**src/rtl/keypad_pkg.sv**
```systemverilog
// Shared definitions for the 4x4 keypad scanner: FSM states, keymap and '#' position.
package keypad_pkg;

  typedef enum logic [1:0] {
    SCAN       = 2'd0,
    DB_PRESS   = 2'd1,
    HELD       = 2'd2,
    DB_RELEASE = 2'd3
  } kp_state_e;

  localparam logic [3:0] KEY_STAR  = 4'hE;
  localparam logic [1:0] ENTER_ROW = 2'd3;
  localparam logic [1:0] ENTER_COL = 2'd2;

  // Indexed by {row, col}; the '#' slot is never emitted as a code.
  localparam logic [3:0] KEYMAP [16] = '{
    4'h1, 4'h2, 4'h3, 4'hA,
    4'h4, 4'h5, 4'h6, 4'hB,
    4'h7, 4'h8, 4'h9, 4'hC,
    KEY_STAR, 4'h0, 4'hF, 4'hD
  };

  function automatic logic [1:0] lowest_low(input logic [3:0] rows);
    logic [1:0] idx;
    idx = 2'd3;
    for (int i = 3; i >= 0; i--) begin
      if (!rows[i]) idx = 2'(i);
    end
    return idx;
  endfunction

  function automatic logic [3:0] col_drive(input logic [1:0] col);
    return ~(4'b0001 << col);
  endfunction

endpackage

```
**src/rtl/keypad_sync.sv**
```systemverilog
// Two-flop synchronizer for the asynchronous active-low keypad rows; idles high.
module keypad_sync (
  input  logic       clk,
  input  logic       reset,
  input  logic [3:0] raw,
  output logic [3:0] synced
);

  logic [3:0] meta;

  always_ff @(posedge clk or posedge reset) begin
    if (reset) begin
      meta   <= 4'hF;
      synced <= 4'hF;
    end else begin
      meta   <= raw;
      synced <= meta;
    end
  end

endmodule

```
**src/rtl/keypad_scanner.sv**
```systemverilog
// 4x4 keypad scanner: column scan, press/release debounce, key_valid/enter pulses.
// Optional auto-repeat of held keys with KEYPAD_AUTOREPEAT_EN.
module keypad_scanner
  import keypad_pkg::*;
#(
  parameter int unsigned SCAN_DIV     = 16,
  parameter int unsigned DEBOUNCE_CNT = 1000,
  parameter int unsigned REPEAT_TICKS = 50000
) (
  input  logic       clk,
  input  logic       reset,
  input  logic [3:0] row_in,
  output logic [3:0] col_out,
  output logic [3:0] key_in,
  output logic       key_valid,
  output logic       enter,
  output logic       key_down
);

  localparam int unsigned DW = $clog2(SCAN_DIV);
  localparam int unsigned CW = $clog2(DEBOUNCE_CNT);
  localparam logic [DW-1:0] DWELL_LAST = DW'(SCAN_DIV - 1);
  localparam logic [CW-1:0] CNT_LAST   = CW'(DEBOUNCE_CNT - 1);

  if (SCAN_DIV < 4 || DEBOUNCE_CNT < 2 || REPEAT_TICKS < 1) begin : g_bad_params
    $error("keypad_scanner: parameter out of range");
  end

  logic [3:0]    rs;
  kp_state_e     state;
  logic [1:0]    col;
  logic [1:0]    row;
  logic [3:0]    pat;
  logic [DW-1:0] dwell;
  logic [CW-1:0] cnt;
  logic [1:0]    col_next;
  logic          at_enter;

`ifdef KEYPAD_AUTOREPEAT_EN
  localparam int unsigned RW = (REPEAT_TICKS > 1) ? $clog2(REPEAT_TICKS) : 1;
  localparam logic [RW-1:0] REP_LAST = RW'(REPEAT_TICKS - 1);
  logic [RW-1:0] rep_cnt;
`endif

  keypad_sync u_sync (
    .clk    (clk),
    .reset  (reset),
    .raw    (row_in),
    .synced (rs)
  );

  assign col_next = col + 2'd1;
  assign at_enter = (row == ENTER_ROW) && (col == ENTER_COL);

  // Scan/debounce FSM; the column stays parked from a latched press until release completes.
  always_ff @(posedge clk or posedge reset) begin
    if (reset) begin
      state     <= SCAN;
      col       <= 2'd0;
      col_out   <= 4'b1110;
      row       <= 2'd0;
      pat       <= 4'hF;
      dwell     <= '0;
      cnt       <= '0;
      key_in    <= 4'h0;
      key_valid <= 1'b0;
      enter     <= 1'b0;
      key_down  <= 1'b0;
`ifdef KEYPAD_AUTOREPEAT_EN
      rep_cnt   <= '0;
`endif
    end else begin
      key_valid <= 1'b0;
      enter     <= 1'b0;
      unique case (state)
        SCAN: begin
          if (dwell == DWELL_LAST) begin
            dwell <= '0;
            if (rs != 4'hF) begin
              state <= DB_PRESS;
              pat   <= rs;
              row   <= lowest_low(rs);
              cnt   <= '0;
            end else begin
              col     <= col_next;
              col_out <= col_drive(col_next);
            end
          end else begin
            dwell <= dwell + DW'(1);
          end
        end
        DB_PRESS: begin
          if (rs == pat) begin
            if (cnt == CNT_LAST) begin
              if (at_enter) begin
                enter <= 1'b1;
              end else begin
                key_valid <= 1'b1;
                key_in    <= KEYMAP[{row, col}];
              end
              key_down <= 1'b1;
              state    <= HELD;
`ifdef KEYPAD_AUTOREPEAT_EN
              rep_cnt  <= '0;
`endif
            end else begin
              cnt <= cnt + CW'(1);
            end
          end else begin
            state   <= SCAN;
            col     <= col_next;
            col_out <= col_drive(col_next);
            dwell   <= '0;
          end
        end
        HELD: begin
          if (rs == 4'hF) begin
            cnt   <= '0;
            state <= DB_RELEASE;
          end
`ifdef KEYPAD_AUTOREPEAT_EN
          else if (rep_cnt == REP_LAST) begin
            rep_cnt <= '0;
            if (!at_enter) key_valid <= 1'b1;
          end else begin
            rep_cnt <= rep_cnt + RW'(1);
          end
`endif
        end
        DB_RELEASE: begin
          if (rs == 4'hF) begin
            if (cnt == CNT_LAST) begin
              key_down <= 1'b0;
              state    <= SCAN;
              col      <= col_next;
              col_out  <= col_drive(col_next);
              dwell    <= '0;
            end else begin
              cnt <= cnt + CW'(1);
            end
          end else begin
            state <= HELD;
            cnt   <= '0;
`ifdef KEYPAD_AUTOREPEAT_EN
            rep_cnt <= '0;
`endif
          end
        end
        default: state <= SCAN;
      endcase
    end
  end

endmodule

```
**config.mk**
```make
export PLATFORM = sky130hd
export DESIGN_NAME = keypad_scanner
export DESIGN_NICKNAME = d
export VERILOG_FILES = /design/src/rtl/keypad_pkg.sv /design/src/rtl/keypad_sync.sv /design/src/rtl/keypad_scanner.sv
export SDC_FILE = /design/constraint.sdc
export NUM_CORES = 1
export LEC_CHECK = 0
export CAP_MARGIN = 20
export CORE_UTILIZATION = 55
export DETAILED_ROUTE_END_ITERATION = 6
export GPL_ROUTABILITY_DRIVEN = 0
export PLACE_DENSITY = 0.77
export SLEW_MARGIN = 20
export SYNTH_ARGS = -nofsm -noshare
export SYNTH_HDL_FRONTEND = slang
export SYNTH_HIERARCHICAL = 1
export SYNTH_SLANG_ARGS = --single-unit
```
**constraint.sdc**
```tcl
create_clock -name clk -period 2.2 [get_ports clk]
set_input_delay 0.33 -clock clk [delete_from_list [all_inputs] [get_ports clk]]
set_output_delay 0.33 -clock clk [all_outputs]
set_load 0.02 [all_outputs]
```
### After elaboration in Yosys (flattened, before gate mapping)

Memories as Yosys holds them, arrays and structs flattened. A register that Yosys moved wholly into a read port is not among the register bits.
Cells that the tools add are included.

* flip-flop bits (word level): 39
* output and inout port bits: 11
* logic and storage cells: 100
* input bits: 6
* memories kept: 1
* ROM bits: 64

Memories
* (name not given): words 16, bits a word 4, read ports 1, clocked after Yosys merged registers in 1, wr ports 0, line keypad_scanner.sv:99 `key_in <= KEYMAP[{row, col}];`

* multiplexer cells: 48
* reductions and logical operators: 11
* add/subtract/negate cells: 3
* shifts and indexed selects: 1
* bitwise operators: 3
* equal/unequal tests: 21

Operators by type and width (number)
* 2-to-1 mux 10 bit: 6
* one-hot mux 10 bit (4 select lines): 1
* 2-to-1 mux 4 bit: 9
* 2-to-1 mux 2 bit: 14
* one-hot mux 4 bit (3 select lines): 2
* != test 2 bit, second input constant: 9
* 2-to-1 mux 1 bit: 13
* AND reduction 4 bit: 3
* adder 10 x 1 -> 10 bit, second input constant: 1
* == test 10 bit, second input constant: 1
* AND reduction 5 bit: 2
* == test 2 bit, second input constant: 4
* == test 4 bit, second input constant: 2
* one-hot mux 2 bit (4 select lines): 1
* != test 3 bit, second input constant: 2
* one-hot mux 2 bit (3 select lines): 1
* AND reduction 6 bit: 1
* NOT 4 -> 5 bit: 1
* adder 4 x 1 -> 4 bit, second input constant: 1
* == test 4 bit: 1
* != test 4 bit, second input constant: 1
* NOT 4 bit: 1
* << shifter 1 x 2 -> 4 bit, first input constant: 1
* AND reduction 3 bit: 1
* other kinds (8): 8

### Depth between registers and ports, before layout

Gate-level depths: netlist of the first run.

* depth in word-level cells: 6
* depth in mapped cells: 7
* gate-level depth less buffers: 7

### Hierarchy

Netlist of the first run, hierarchy kept.

By module, submodules not included
* keypad_scanner: area an instance 1965.6 sq um, cells each 201, instances 1, seq. area each 884.6 sq um
* keypad_sync: area an instance 214.0 sq um, cells each 9, instances 1, seq. area each 210.2 sq um

### Least setup slack after synthesis of the first run

OpenSTA, ideal clock, no wires.

* kind: reg-to-reg
* start: register u_sync.synced[0]
* end: register col[1]
* setup time: 0.125 ns
* data required time: 2.075 ns
* period minus slack after synthesis: 1.974 ns
* cell stages (with the launch flop): 6
* path buffers: 0
* slack: 0.226 ns
* data arrival time: 1.849 ns
* cell sequence: dfstp_2 -> xor2_1 -> nor4_4 -> a211o_1 -> o21ai_2 -> mux2_2

* word-level cells in the longest chain between the ends: 3
* elaborated cells between the ends (all ways): 7
* those cells by class: eq/ne: 6; reduce/logical: 1

Ends and longest elaborated chain
* start, declared: line keypad_sync.sv:6 `output logic [3:0] synced`
* start signal, assigned: line keypad_sync.sv:17 `synced <= meta;`
* == test 4 bit (tied with other cells): line keypad_scanner.sv:131 `if (rs == 4'hF) begin`
* != test 2 bit (no line)
* AND reduction 6 bit (no line) *
* end signal, assigned: line keypad_scanner.sv:85 `col <= col_next;`
* end signal, assigned: line keypad_scanner.sv:111 `col <= col_next;`
* end signal, assigned: line keypad_scanner.sv:135 `col <= col_next;`
* end, declared: line keypad_scanner.sv:31 `logic [1:0] col;`

Every way passes the cells marked *; elsewhere a longest branch is shown, timed or not.
A chain may end at the register's enable or synchronous reset.

### Final worst setup path of the first run

* start: register u_sync.synced[2]
* end: register col_out[3]

* word-level cells in the longest chain between the ends: 3
* elaborated cells between the ends (all ways): 7
* those cells by class: eq/ne: 6; reduce/logical: 1

Ends and longest elaborated chain
* == test 4 bit (tied with other cells): line keypad_scanner.sv:131
* != test 2 bit (no line)
* AND reduction 6 bit (no line) *
* end signal, assigned: line keypad_scanner.sv:86 `col_out <= col_drive(col_next);`
* end signal, assigned: line keypad_scanner.sv:112 `col_out <= col_drive(col_next);`
* end signal, assigned: line keypad_scanner.sv:136 `col_out <= col_drive(col_next);`
* end, declared: line keypad_scanner.sv:13 `output logic [3:0] col_out,`

Marks and branches as above.

==> flow_metrics.tcl, run 1 <==
set metrics [dict create \
    status "finished clean" \
    htree_levels 2 \
    yosys-top-cells-count "28 x dfrtp_1, 23 x o21ai_0, 20 x nand2_1" \
    p_int_w 0.00169 \
    dp_cells 273 \
    fill_cells 314 \
    relSlewSlack_pct 67.7 \
    syn_area_per_cell_um2 10.4 \
    yosys-top-cells-area "dfrtp_1 32%, dfstp_2 18%, o21ai_0 5.3%" \
    ant_nets 0 \
    multi_input_area_um2 1010 \
    drt_iter0_markers 99 \
    final_nets 247 \
    rsz0062_at_grt "no" \
    port_buffers 16 \
    clockBufferDepth 2 \
    pre_cts_slack_ns 0.205 \
    cp-end-kind "flip-flop" \
    wl_per_cell_um 13.9 \
    maxCapViolations 0 \
    setup_ws_ns 0.182 \
    synth_edf_count 0 \
    vias 1591 \
    wl_um 3900 \
    insertion_delay_ns 0.30 \
    crit_family "flip-flops" \
    yosysWarningCount 6 \
    remaining_drc_errors 0 \
    holdWs_ns 0.358 \
    synth_top_area_share_pct 32.1 \
    timing_hold_violations_final 0 \
    synth-seq-cells 43 \
    fin_crit_sh_pct 91.7 \
    clock.fmax_ghz 0.496 \
    comb_power_share_pct 35.0 \
    ys.flop_type "dfrtp_1" \
    period_needed_ns 2.02 \
    worstMarginPinSlew_ns 0.480 \
    pwr-share-seq_pct 46.1 \
    slowest_stage "dfstp_2" \
    die_area_um2 4220 \
    io_pins 17 \
    p_sw_w 0.000956 \
    grt_overflow 0 \
    cts.sinks 43 \
    crit_buf_inv 2 \
    cts-buffers-inserted 5 \
    post_cts.repair.setup_buffers 0 \
    fin_cells 281 \
    leakage_nw 1.06 \
    cts.clk_slew.worst_paths_ns 0.08 \
    yosysSeqAreaShare_pct 50.2 \
    synthArstFlopShare_pct 100 \
    crit_top_cell "buf_4" \
    arrival_ns 2.24 \
    switching_share_pct 36.1 \
    fin_setup_tns_ns 0 \
    placementRows 22 \
    crit_type "flip-flop to flip-flop" \
    worstSetupStartpointType "flip-flop" \
    slew_viol_final 0 \
    core_region_area_um2 3740 \
    setup_viol 0 \
    grt_pass1_vias 1539 \
    grt_pass1_wl_um 6810 \
    ff_latch_area_um2 1090 \
    antenna_found_initial 0 \
    root_buffer "clkbuf_8" \
    slowest_delay_ns 0.58 \
    cts_tree "done" \
    dr.pass1.iters 4 \
    holdBufCountCts 0 \
    cts_resized 0 \
    initial_utilization_pct 58.2 \
    synth_nets 225 \
    max-vdd-ir-drop_mv 0.632 \
    grt_max_degree 36 \
    dpl.hpwl_um 2930 \
    grt_usage_pct 21.6 \
    drive_gt1_share_pct 17.2 \
    clock_power_share_pct 18.8 \
    area_growth_pct 15.3 \
    syn_area_um2 2180 \
    dieWidth_um 65.0 \
    crit_path_max_fanout 9 \
    antenna_cells 0 \
    cp_cell_sequence "xor2_1 -> nor4_4 -> buf_4 -> a211o_1 -> o21ai_2 -> buf_4 -> mux2i_1" \
    routed_via_density 5.66 \
    yosys.area.top_type "dfrtp_1" \
    die_h_um 65.0 \
    powerDensity_nw_per_um2 1050 \
    crit_required_ns 2.43 \
    fin_worst_skew_ns 0.00586 \
    syn_inst 210 \
    synth_cell_types 41 \
    min-delay-path-class "flip-flop to flip-flop" \
    yosysMostFrequentCell "dfrtp_1" \
]
==> cell type report <==
class	instances	area share, %
sequential	43	43.6
tap	48	2.39
inverter	11	1.64
clock buffer	5	2.74
clock inverter	3	0.896
timing repair buffer	23	8.47
multi-input combinational	148	40.3
==> power groups by stage <==
stage	clock network [W]	registers, W	logic, W
final	0.000499	0.00122	0.000928
after global routing	0.000553	0.00126	0.00105
after CTS	0.000517	0.00122	0.000938
after detailed placement	0	0.00124	0.000933
after global placement	0	0.00122	0.000894
after floorplan	0	0.00120	0.000691
==> worst paths after layout <==
kind | startpoint | endpoint | slack (ns) | depth (start not counted)
worst max-delay path | u_sync/synced[2] | col_out[3] | 0.18 | 7
worst min-delay path | u_sync/meta[0] | u_sync/synced[0] | 0.36 | 0
worst max register to register | u_sync/synced[2] | col_out[3] | 0.18 | 7
worst min register to register | u_sync/meta[0] | u_sync/synced[0] | 0.36 | 0
max in group asynchronous | reset | col_out[1] | 1.39 | 3
min in group asynchronous | reset | row[0] | 0.46 | 3
==> flip-flops by register name, indices dropped and copies added (netlist names), 2 cells and up <==
| register | count |
|---|---|
| cnt | 10 |
| col | 2 |
| col_out | 4 |
| dwell | 4 |
| key_in | 4 |
| pat | 4 |
| row | 2 |
| state | 2 |
| u_sync/meta | 4 |
| u_sync/synced | 4 |
==> per-stage QoR <==
stage	utilization (%)	total power (W)	area [um^2]
after floorplan	-	0.00189	2180
after global placement	64.7	0.00211	2420
after detailed placement	64.7	0.00217	2420
after CTS	67.1	0.00268	2510
after global routing	67.1	0.00286	2510
final	67.1	0.00265	2510
==> cell families (layout without fill, tap and decap cells) <==
logic type | count (synthesis) | count (layout) | synth area share (%)
DFF | 43 | 43 | 50.2
and+or+nand+nor | 67 | 67 | 16.4
muxes | 13 | 13 | 6.77
AOI/OAI and AO/OA | 54 | 54 | 16.1
xor gates and xnor gates | 5 | 5 | 2.01
buffers and inverters | 19 | 42 | 3.33
adders and majority gates | 9 | 9 | 5.17
==> worst register-to-register path, delay by kind of cell (launching register included) <==
kind                   cells  cell delay (ns)
XOR/XNOR                   1             0.26
multiplexers               1             0.21
buffers and inverters      2             0.35
flip-flops                 1             0.58
AND/OR/NAND/NOR            1             0.09
AO/OA/AOI/OAI              2             0.45
==> metal layers <==
layer	global-route usage, %	part of all wire (%)
met1	27.7	47
met2	35.0	49
met3	5.28	3.4
met4	8.06	1.4
met5	0	0
==> layout by cell type (no fill, tap or decap), drive strengths merged, types with 5 or more instances in the layout <==
cell	netlist	routed
dfrtp	28	28
buf	0	7
dfstp	15	15
ha	9	9
mux2i	8	8
a21boi	5	5
nand3	10	10
clkdlybuf4s50	0	16
nor2	8	8
inv	11	13
a21oi	6	6
o21ai	25	25
or3	5	5
nand2	20	20
clkbuf	8	5
Note: power is estimated with default switching activity, not from simulation.
==> run 2: changes to the inputs <==
--- a/config.mk
+++ b/config.mk
@@ -6,10 +6,10 @@
 export NUM_CORES = 1
 export LEC_CHECK = 0
 export CAP_MARGIN = 20
-export CORE_UTILIZATION = 55
+export CORE_UTILIZATION = 52
 export DETAILED_ROUTE_END_ITERATION = 6
 export GPL_ROUTABILITY_DRIVEN = 0
-export PLACE_DENSITY = 0.77
+export PLACE_DENSITY = 0.76
 export SLEW_MARGIN = 20
 export SYNTH_ARGS = -nofsm -noshare
 export SYNTH_HDL_FRONTEND = slang
==> constraint.sdc (replaced) <==
create_clock -name clk -period 1.8 [get_ports clk]
set_input_delay 0.27 -clock clk [delete_from_list [all_inputs] [get_ports clk]]
set_output_delay 0.27 -clock clk [all_outputs]
set_load 0.02 [all_outputs]
==> flow_metrics.tcl, run 2 (synthesis gave the netlist of run 1 again) <==
set metrics [dict create \
    status "finished, violations left" \
    failed_checks "negative setup slack" \
    hp-start "u_sync/meta[1]" \
    initial_utilization_pct 54.5 \
    grt_overflow 0 \
    worstSetupStartpointType "flip-flop" \
    relSlewSlack_pct 69.1 \
    vias 1881 \
    area_growth_pct 41.2 \
    dr.pass1.iters 4 \
    largest-register "cnt" \
    ant_nets 0 \
    io_pins 17 \
    cts.clk_slew.worst_paths_ns 0.09 \
    grt_max_degree 36 \
    setup_ws_ns -0.199 \
    p_sw_w 0.00143 \
    final_nets 284 \
    maxCapViolations 0 \
    clockBufferDepth 2 \
    drt_iter0_markers 88 \
    p_int_w 0.00244 \
    timing_hold_violations_final 0 \
    holdBufCountCts 0 \
    cp_cell_sequence "buf_12 -> xor2_4 -> nor4_4 -> buf_4 -> a211o_1 -> o21ai_4 -> mux2_4" \
    wl_um 5260 \
    period_needed_ns 2.00 \
    crit_path_max_fanout 5 \
    grt_usage_pct 25.8 \
    cp-end-kind "flip-flop" \
    final_common_cell "buf_4" \
    crit_type "flip-flop to flip-flop" \
    rsz0062_at_grt "yes" \
    cts_tree "done" \
    clock_power_share_pct 15.4 \
    antenna_found_initial 0 \
    powerDensity_nw_per_um2 1260 \
    final_cell_mix "39 x buf_4, 28 x dfrtp_1, 16 x clkdlybuf4s50_1" \
    min-delay-path-class "flip-flop to flip-flop" \
    worstSetupStartpoint "u_sync/synced[1]" \
    wl_per_cell_um 16.4 \
    cts-buffers-inserted 5 \
    holdWs_ns 0.357 \
    r2r_start "u_sync/synced[1]" \
    root_buffer "clkbuf_8" \
    slew_viol_final 0 \
    cts.sinks 43 \
    grt_pass1_wl_um 8410 \
    antenna_cells 0 \
    crit_required_ns 2.00 \
    pwr-share-seq_pct 39.4 \
    port_buffers 16 \
    drive_gt1_share_pct 40.4 \
    arrival_ns 2.20 \
    clock.fmax_ghz 0.500 \
    insertion_delay_ns 0.30 \
    dieWidth_um 66.7 \
    fin_cells 320 \
    die_h_um 66.7 \
    dpl-instance-area_um2 2640 \
    fin_crit_sh_pct 111 \
    htree_levels 2 \
    dp_cells 295 \
    largest_reg_flops 10 \
    max-vdd-ir-drop_mv 1.08 \
    routed_via_density 5.88 \
    die_area_um2 4450 \
    slowest_stage "dfstp_2" \
    grt_pass1_vias 1833 \
    setup_viol 16 \
    slowest_delay_ns 0.60 \
    worstMarginPinSlew_ns 0.463 \
    fin_worst_skew_ns 0.0142 \
    dpl.hpwl_um 3060 \
    switching_share_pct 37.0 \
    comb_power_share_pct 45.2 \
    core_region_area_um2 4000 \
    remaining_drc_errors 0 \
    fin_area_um2 3080 \
    leakage_nw 1.30 \
    placementRows 23 \
]
==> run 2: worst paths after layout <==
path	slack [ns]	to	cells past startpoint
max	-0.20	col[1]	7
min	0.36	u_sync/synced[1]	0
max reg2reg	-0.20	col[1]	7
min reg2reg	0.36	u_sync/synced[1]	0
max in group asynchronous	1.04	pat[3]	3
min in group asynchronous	0.39	row[0]	3
==> run 2: per-stage QoR <==
stage	utilization, %	total power [W]	worst slack [ns]	TNS, ns
floorplan	-	0.00235	-0.0653	-0.146
global placement	65.9	0.00278	-0.0857	-0.576
detailed placement	65.9	0.00284	-0.187	-1.32
CTS	73.1	0.00372	-0.184	-2.08
global route	76.9	0.00411	-0.255	-3.41
finish	76.9	0.00387	-0.199	-1.94
==> run 2: worst max-delay path: cells and delay by family, from the launching register on <==
| family | cells | cell delay (ns) |
|---|---|---|
| and+or+nand+nor | 1 | 0.07 |
| AOI/OAI and AO/OA | 2 | 0.51 |
| muxes | 1 | 0.31 |
| DFF | 1 | 0.60 |
| buffers and inverters | 2 | 0.27 |
| xor gates and xnor gates | 1 | 0.15 |
==> run 2: area by class of cell <==
cell class	instances	area [um^2]
Fill cell	262	923
Multi-Input combinational cell	149	1270
Timing Repair Buffer	59	524
Inverter	11	41.3
Clock inverter	2	11.3
Sequential cell	43	1090
Clock buffer	6	72.6
Tap cell	50	62.6
==> run 2: power by group through the flow <==
stage | Sequential (W) | Combinational, W | Clock, W
6_report | 0.00152 | 0.00175 | 0.000597
5_1_grt | 0.00155 | 0.00189 | 0.000659
4_1_cts | 0.00149 | 0.00161 | 0.000613
3_5_place_dp | 0.00150 | 0.00134 | 0
3_3_place_gp | 0.00149 | 0.00129 | 0
2_1_floorplan | 0.00148 | 0.000864 | 0
==> run 2: layer usage <==
layer  up-vias  share of wire [%]  global-route usage, %
met3        18                4.5                   5.99
met2        62                 53                   44.1
li1        876                  -                      -
met5         -                  0                      0
met1       925                 40                   30.6
met4         0                3.0                   11.7
==> run 2: timing repair <==
action / in CTS / in global routing
gates cloned: 1 / 0
gates resized for setup: 27 / 30
endpoints found under the hold margin: 0 / 0
setup buffers: 11 / 5
setup endpoints to repair: 25 / 31
pin swaps: 11 / 16
